==> src/rtl/demux_4_stream.sv <==
// Four-way valid/ready stream demultiplexer with a 2-entry FIFO per output lane.
// Optional per-lane pop counters are built when DEMUX_COUNT_EN is defined.
module demux_4_stream #(
  parameter int unsigned WIDTH = 4
) (
  input  logic             clk,
  input  logic             reset_n,
  input  logic [WIDTH-1:0] in_data,
  input  logic [1:0]       in_sel,
  input  logic             in_valid,
  output logic             in_ready,
  output logic [WIDTH-1:0] out_data0,
  output logic [WIDTH-1:0] out_data1,
  output logic [WIDTH-1:0] out_data2,
  output logic [WIDTH-1:0] out_data3,
  output logic [3:0]       out_valid,
  input  logic [3:0]       out_ready,
  output logic [7:0]       count0,
  output logic [7:0]       count1,
  output logic [7:0]       count2,
  output logic [7:0]       count3
);

  localparam int unsigned LANES = 4;
  localparam int unsigned CNT_W = 8;

  typedef enum logic [1:0] {
    EMPTY = 2'd0,
    ONE   = 2'd1,
    FULL  = 2'd2
  } lane_state_t;

  lane_state_t      state_q [LANES];
  lane_state_t      state_d [LANES];
  logic [WIDTH-1:0] head_q  [LANES];
  logic [WIDTH-1:0] head_d  [LANES];
  logic [WIDTH-1:0] tail_q  [LANES];
  logic [WIDTH-1:0] tail_d  [LANES];

  logic [LANES-1:0] push_c;
  logic [LANES-1:0] pop_c;

  // Readiness depends only on the selected lane's registered occupancy.
  assign in_ready = (state_q[in_sel] != FULL);

  always_comb begin
    out_valid = '0;
    push_c    = '0;
    for (int k = 0; k < int'(LANES); k++) begin
      out_valid[k] = (state_q[k] != EMPTY);
      push_c[k]    = in_valid && in_ready && (in_sel == 2'(k));
    end
  end

  assign pop_c = out_valid & out_ready;

  // Per-lane next-state and FIFO storage update.
  always_comb begin
    for (int k = 0; k < int'(LANES); k++) begin
      state_d[k] = state_q[k];
      head_d[k]  = head_q[k];
      tail_d[k]  = tail_q[k];
      case (state_q[k])
        EMPTY: begin
          if (push_c[k]) begin
            head_d[k]  = in_data;
            state_d[k] = ONE;
          end
        end
        ONE: begin
          if (push_c[k] && pop_c[k]) begin
            head_d[k] = in_data;
          end else if (push_c[k]) begin
            tail_d[k]  = in_data;
            state_d[k] = FULL;
          end else if (pop_c[k]) begin
            state_d[k] = EMPTY;
          end
        end
        FULL: begin
          if (pop_c[k]) begin
            head_d[k]  = tail_q[k];
            state_d[k] = ONE;
          end
        end
        default: state_d[k] = EMPTY;
      endcase
    end
  end

  always_ff @(posedge clk) begin
    if (!reset_n) begin
      for (int k = 0; k < int'(LANES); k++) begin
        state_q[k] <= EMPTY;
        head_q[k]  <= '0;
        tail_q[k]  <= '0;
      end
    end else begin
      for (int k = 0; k < int'(LANES); k++) begin
        state_q[k] <= state_d[k];
        head_q[k]  <= head_d[k];
        tail_q[k]  <= tail_d[k];
      end
    end
  end

  assign out_data0 = head_q[0];
  assign out_data1 = head_q[1];
  assign out_data2 = head_q[2];
  assign out_data3 = head_q[3];

`ifdef DEMUX_COUNT_EN
  logic [CNT_W-1:0] cnt_q [LANES];

  // Wrapping pop-handshake counters.
  always_ff @(posedge clk) begin
    if (!reset_n) begin
      for (int k = 0; k < int'(LANES); k++) cnt_q[k] <= '0;
    end else begin
      for (int k = 0; k < int'(LANES); k++) begin
        if (pop_c[k]) cnt_q[k] <= cnt_q[k] + CNT_W'(1);
      end
    end
  end

  assign count0 = cnt_q[0];
  assign count1 = cnt_q[1];
  assign count2 = cnt_q[2];
  assign count3 = cnt_q[3];
`else
  assign count0 = '0;
  assign count1 = '0;
  assign count2 = '0;
  assign count3 = '0;
`endif

endmodule

==> config.mk <==
export PLATFORM = sky130hd
export DESIGN_NAME = demux_4_stream
export DESIGN_NICKNAME = d
export VERILOG_FILES = /design/src/rtl/demux_4_stream.sv
export SDC_FILE = /design/constraint.sdc
export NUM_CORES = 1
export LEC_CHECK = 0
export CORE_MARGIN = 10
export CORE_UTILIZATION = 33
export DETAILED_ROUTE_END_ITERATION = 10
export GPL_ROUTABILITY_DRIVEN = 0
export GPL_TIMING_DRIVEN = 0
export PLACE_DENSITY_LB_ADDON = 0.3
export SETUP_SLACK_MARGIN = 0.5
export SYNTH_ARGS = -nofsm -noshare
export SYNTH_HDL_FRONTEND = slang
export SYNTH_SLANG_ARGS = --single-unit
export TNS_END_PERCENT = 100
==> constraint.sdc <==
create_clock -name clk -period 2.4 [get_ports clk]
set_clock_uncertainty 0.05 [all_clocks]
set_input_delay 0.36 -clock clk [delete_from_list [all_inputs] [get_ports clk]]
set_output_delay 0.36 -clock clk [all_outputs]
set_load 0.005 [all_outputs]
# ---- After elaboration in Yosys (flattened, before gate mapping)
# Memories as Yosys holds them, arrays and structs flattened.
# Index checks and enable logic that the tools add are counted.
dict set report op_classes {
  eq_ne 12
  n_mux 66
  n_bitwise 13
  reduce_logical 18
}
# op n
set op_table {}
lappend op_table {{$mux W4} 32}
lappend op_table {{$mux W2} 24}
lappend op_table {{$pmux W4 S3} 4}
lappend op_table {{$pmux W2 S3} 4}
lappend op_table {{$eq A2 B2 Y1 const B} 6}
lappend op_table {{$or A1 B1 Y1} 12}
lappend op_table {{$eq A2 B1 Y1 const B} 5}
lappend op_table {{$logic_not A2 Y1} 5}
lappend op_table {{$logic_and A1 B1 Y1} 9}
lappend op_table {{$reduce_bool A2 Y1} 4}
lappend op_table {{$and A4 B4 Y4} 1}
lappend op_table {{$mux W1} 2}
lappend op_table {{$ne A2 B2 Y1 const B} 1}
dict set report totals {
  reg_bits 0
  ram_bits 40
  in_bits 13
  out_inout_bits 53
  wordCells 112
  n_memories 3
}
# name words width read_ports rd_clocked_by_memory_dff write_ports line_no
set memory_table {}
lappend memory_table {head_q 4 4 4 0 4 35} ;# logic [WIDTH-1:0] head_q [LANES];
lappend memory_table {tail_q 4 4 4 0 4 37} ;# logic [WIDTH-1:0] tail_q [LANES];
lappend memory_table {state_q 4 2 5 0 4 33} ;# lane_state_t state_q [LANES];

# ---- Depth between registers and ports, before layout
# An unclocked memory read counts as a cell.
dict set report depth {
  ltp_word 8
  ltp_mapped 6
  ltp_nobuf 4
}

# ---- Least setup slack after synthesis
# Ideal clock, no wire load.
dict set report synth_path {
  path_kind {input port to flip-flop}
  start {in in_sel[1]}
  end {mem tail_q[0][0]}
  setup_ps 116
  arrival_ps 1555
  t_required_ps 2234
  path_slack_ps 679
  path_stages 6
  path_buffers 2
  cell_sequence {buf_6 > or3b_4 > or3b_1 > buf_6 > mux2i_1 > nor2b_1}
}
# element line_no
set synth_lines {}
lappend synth_lines {{start, declared} 9} ;# input logic [1:0] in_sel,
lappend synth_lines {{end, declared} 37}

==> results_dict.tcl <==
set metrics [dict create \
    place_inst 368 \
    cap_violations 0 \
    clkPwrFrac 0.304 \
    io_buffers 27 \
    critical_path_class "reg2out" \
    grt_max_degree 11 \
    drc 0 \
    p_int_uw 992 \
    power_switching_uw 314 \
    vias 1665 \
    powerDensity_nw_per_um2 458 \
    p_comb_frac 0.163 \
    fin_util 0.444 \
    synth_cells 233 \
    grt_pass1_vias 1651 \
    grt_overflow 0 \
    ant_nets 0 \
    slew_headroom 0.636 \
    netlist-cell-type-count 30 \
    ios 66 \
    min_period_ps 1810 \
    clk_pin_slew_ps 70 \
    drive_gt1_frac 0.220 \
    fin_total_pwr_mw 1.31 \
    clock_latency_ps 280 \
    rsz0062_at_grt "true" \
    rows 29 \
    hold_viol 0 \
    fin_crit_sh 0.754 \
    syn_to_final_growth_pct 28.8 \
    cts_buffers 5 \
    wl_microns 5010 \
    multi_input_area_sq_um 1220 \
    synth_area_leaders "dfxtp_1 (36%), mux2i_1 (16%), buf_4 (11%)" \
    avgRoutedWirePerCell_microns 13.3 \
    switching_share 0.241 \
    worstPathRequired_ps 1990 \
    cts.sinks 40 \
    yosysWarnings 0 \
    diodes 0 \
    avgViaCountPerCell 4.42 \
    cp-start-kind "register" \
    start_util 0.345 \
    htreeDepth 2 \
    grt_pass1_wl_microns 8090 \
    tightest_slew_ps 542 \
    cts-root-buf "clkbuf_8" \
    regArea_sq_um 812 \
    seqPwrFrac 0.533 \
    crit_path_end "out_valid[1]" \
    setup_viol 0 \
    nets 315 \
    die_width_microns 102 \
    reg2reg_slack_ps 770 \
    synth_top_area_cell "dfxtp_1" \
    track_usage 0.0984 \
    cellLeakagePower_nw 1.46 \
    synth_area_sq_um 2210 \
    final_cells 377 \
    status "completed" \
    clockBufferDepth 2 \
    fmax_mhz 552 \
    dieArea_sq_um 10400 \
    fillers 659 \
    avgSynthCellArea_sq_um 9.50 \
    ir_drop_mv 0.362 \
    fp.dieH_microns 102 \
    timing.rr.start "state_q[3][0]$_SDFFE_PN0P_" \
    worstPathArrival_ps 1400 \
    setup.worst_path.start "state_q[1][1]$_SDFFE_PN0P_" \
    r2r_end "tail_q[3][1]$_SDFFE_PN0P_" \
    synth_top_cell_area_share 0.362 \
    yosysSeqAreaShare 0.362 \
    yosys_register_bits 40 \
    hold-path-cell-count 2 \
    antenna_found_initial 0 \
    worstHoldPathType "in2reg" \
    coreArea_sq_um 6420 \
    firstDrtPassIters 4 \
    cts_tree "built" \
    layout_common_cells "mux2i_1 (36), buf_4 (36), dfxtp_1 (35), conb_1 (32), clkdlybuf4s50_1 (23)" \
    maxSlewViolCount 0 \
    place_hpwl_microns 3740 \
    crit_path_end_kind "output pin" \
    rr_worst_depth 5 \
    drtIter0Drc 47 \
    crit_fanout 8 \
]
registers in the layout (all words and copies together) (netlist names):
name	count
head_q	16
tail_q	16
state_q	8
critical path: stages (launching register included):
cell and delay, ps:
dfxtp_4 370, or2_2 290, clkdlybuf4s50_1 450
layout make-up:
class,count,area share
Buffer,50,0.124
Clock buffer,5,0.0241
Inverter,1,0.00132
Multi-Input combinational cell,173,0.430
Sequential cell,40,0.285
Tap cell,77,0.0338
Timing Repair Buffer,31,0.102
Yosys cell counts:
cell       n
nand3b_1   7
or4b_1     1
o31ai_1    3
nand2_1   15
o21ai_0    4
o31ai_4    1
and2_1     3
clkbuf_1  16
or3b_1     3
dfxtp_1   40
a211oi_1   1
or2_2      4
nor2_1     4
o21a_1     5
conb_1     1
a21oi_1    1
buf_6      2
a21boi_0   2
a21o_1     1
o22ai_1    3
nor2b_1   23
nand4b_1   1
nand2b_1   3
mux2i_1   36
buf_4     32
o211a_1   16
nor3b_1    2
or3b_4     1
nand3_1    1
inv_1      1
routing by layer:
metal	GRT usage	vias up	wire, microns
li1	-	872	-
met2	0.155	52	2240
met1	0.110	737	2130
met5	0	-	0
met3	0.0567	4	610
met4	0.0325	0	32
worst min-delay path by stage:
stage	from	to	slack [ps]
global placement	head_q[0][2]$_SDFFE_PN0P_	head_q[0][2]$_SDFFE_PN0P_	430
CTS	reset_n	tail_q[1][3]$_SDFFE_PN0P_	440
floorplan	out_ready[3]	state_q[3][1]$_SDFFE_PN0P_	390
global route	reset_n	tail_q[0][3]$_SDFFE_PN0P_	440
finish	reset_n	tail_q[3][1]$_SDFFE_PN0P_	440
detailed placement	head_q[3][0]$_SDFFE_PN0P_	head_q[3][0]$_SDFFE_PN0P_	440
through the flow:
stage | area [sq um] | setup WS, ps | TNS, ps | hold WS (ps)
3_3_place_gp | 2700 | -26.1 | -42.5 | 433
2_1_floorplan | 2330 | 679 | 0 | 386
4_1_cts | 2850 | 464 | 0 | 436
3_5_place_dp | 2700 | -60.3 | -259 | 437
6_report | 2850 | 590 | 0 | 440
5_1_grt | 2850 | 497 | 0 | 438
power by group through the flow:
stage / registers (mW) / clock network (mW) / logic [mW]
after floorplan: 0.713 / 0 / 0.131
after global placement: 0.713 / 0 / 0.210
after detailed placement: 0.713 / 0 / 0.211
after CTS: 0.696 / 0.416 / 0.212
after global routing: 0.698 / 0.442 / 0.239
final: 0.696 / 0.397 / 0.213
timing repair:
item                                    in CTS  in global routing
gates resized for setup                     26                  5
setup buffers                                4                  0
endpoints found under the setup margin      19                  2
hold endpoints to repair                     0                  0
hold buffers                                 0                  0
gates cloned                                 0                  0
kinds of logic after synthesis:
logic type | share of synthesized area
DFF | 0.362
and+or+nand+nor | 0.184
buffers and inverters | 0.148
muxes | 0.163
AOI/OAI and AO/OA | 0.142
other | 0.00169
No activity file was read; power rests on OpenSTA's default activity.
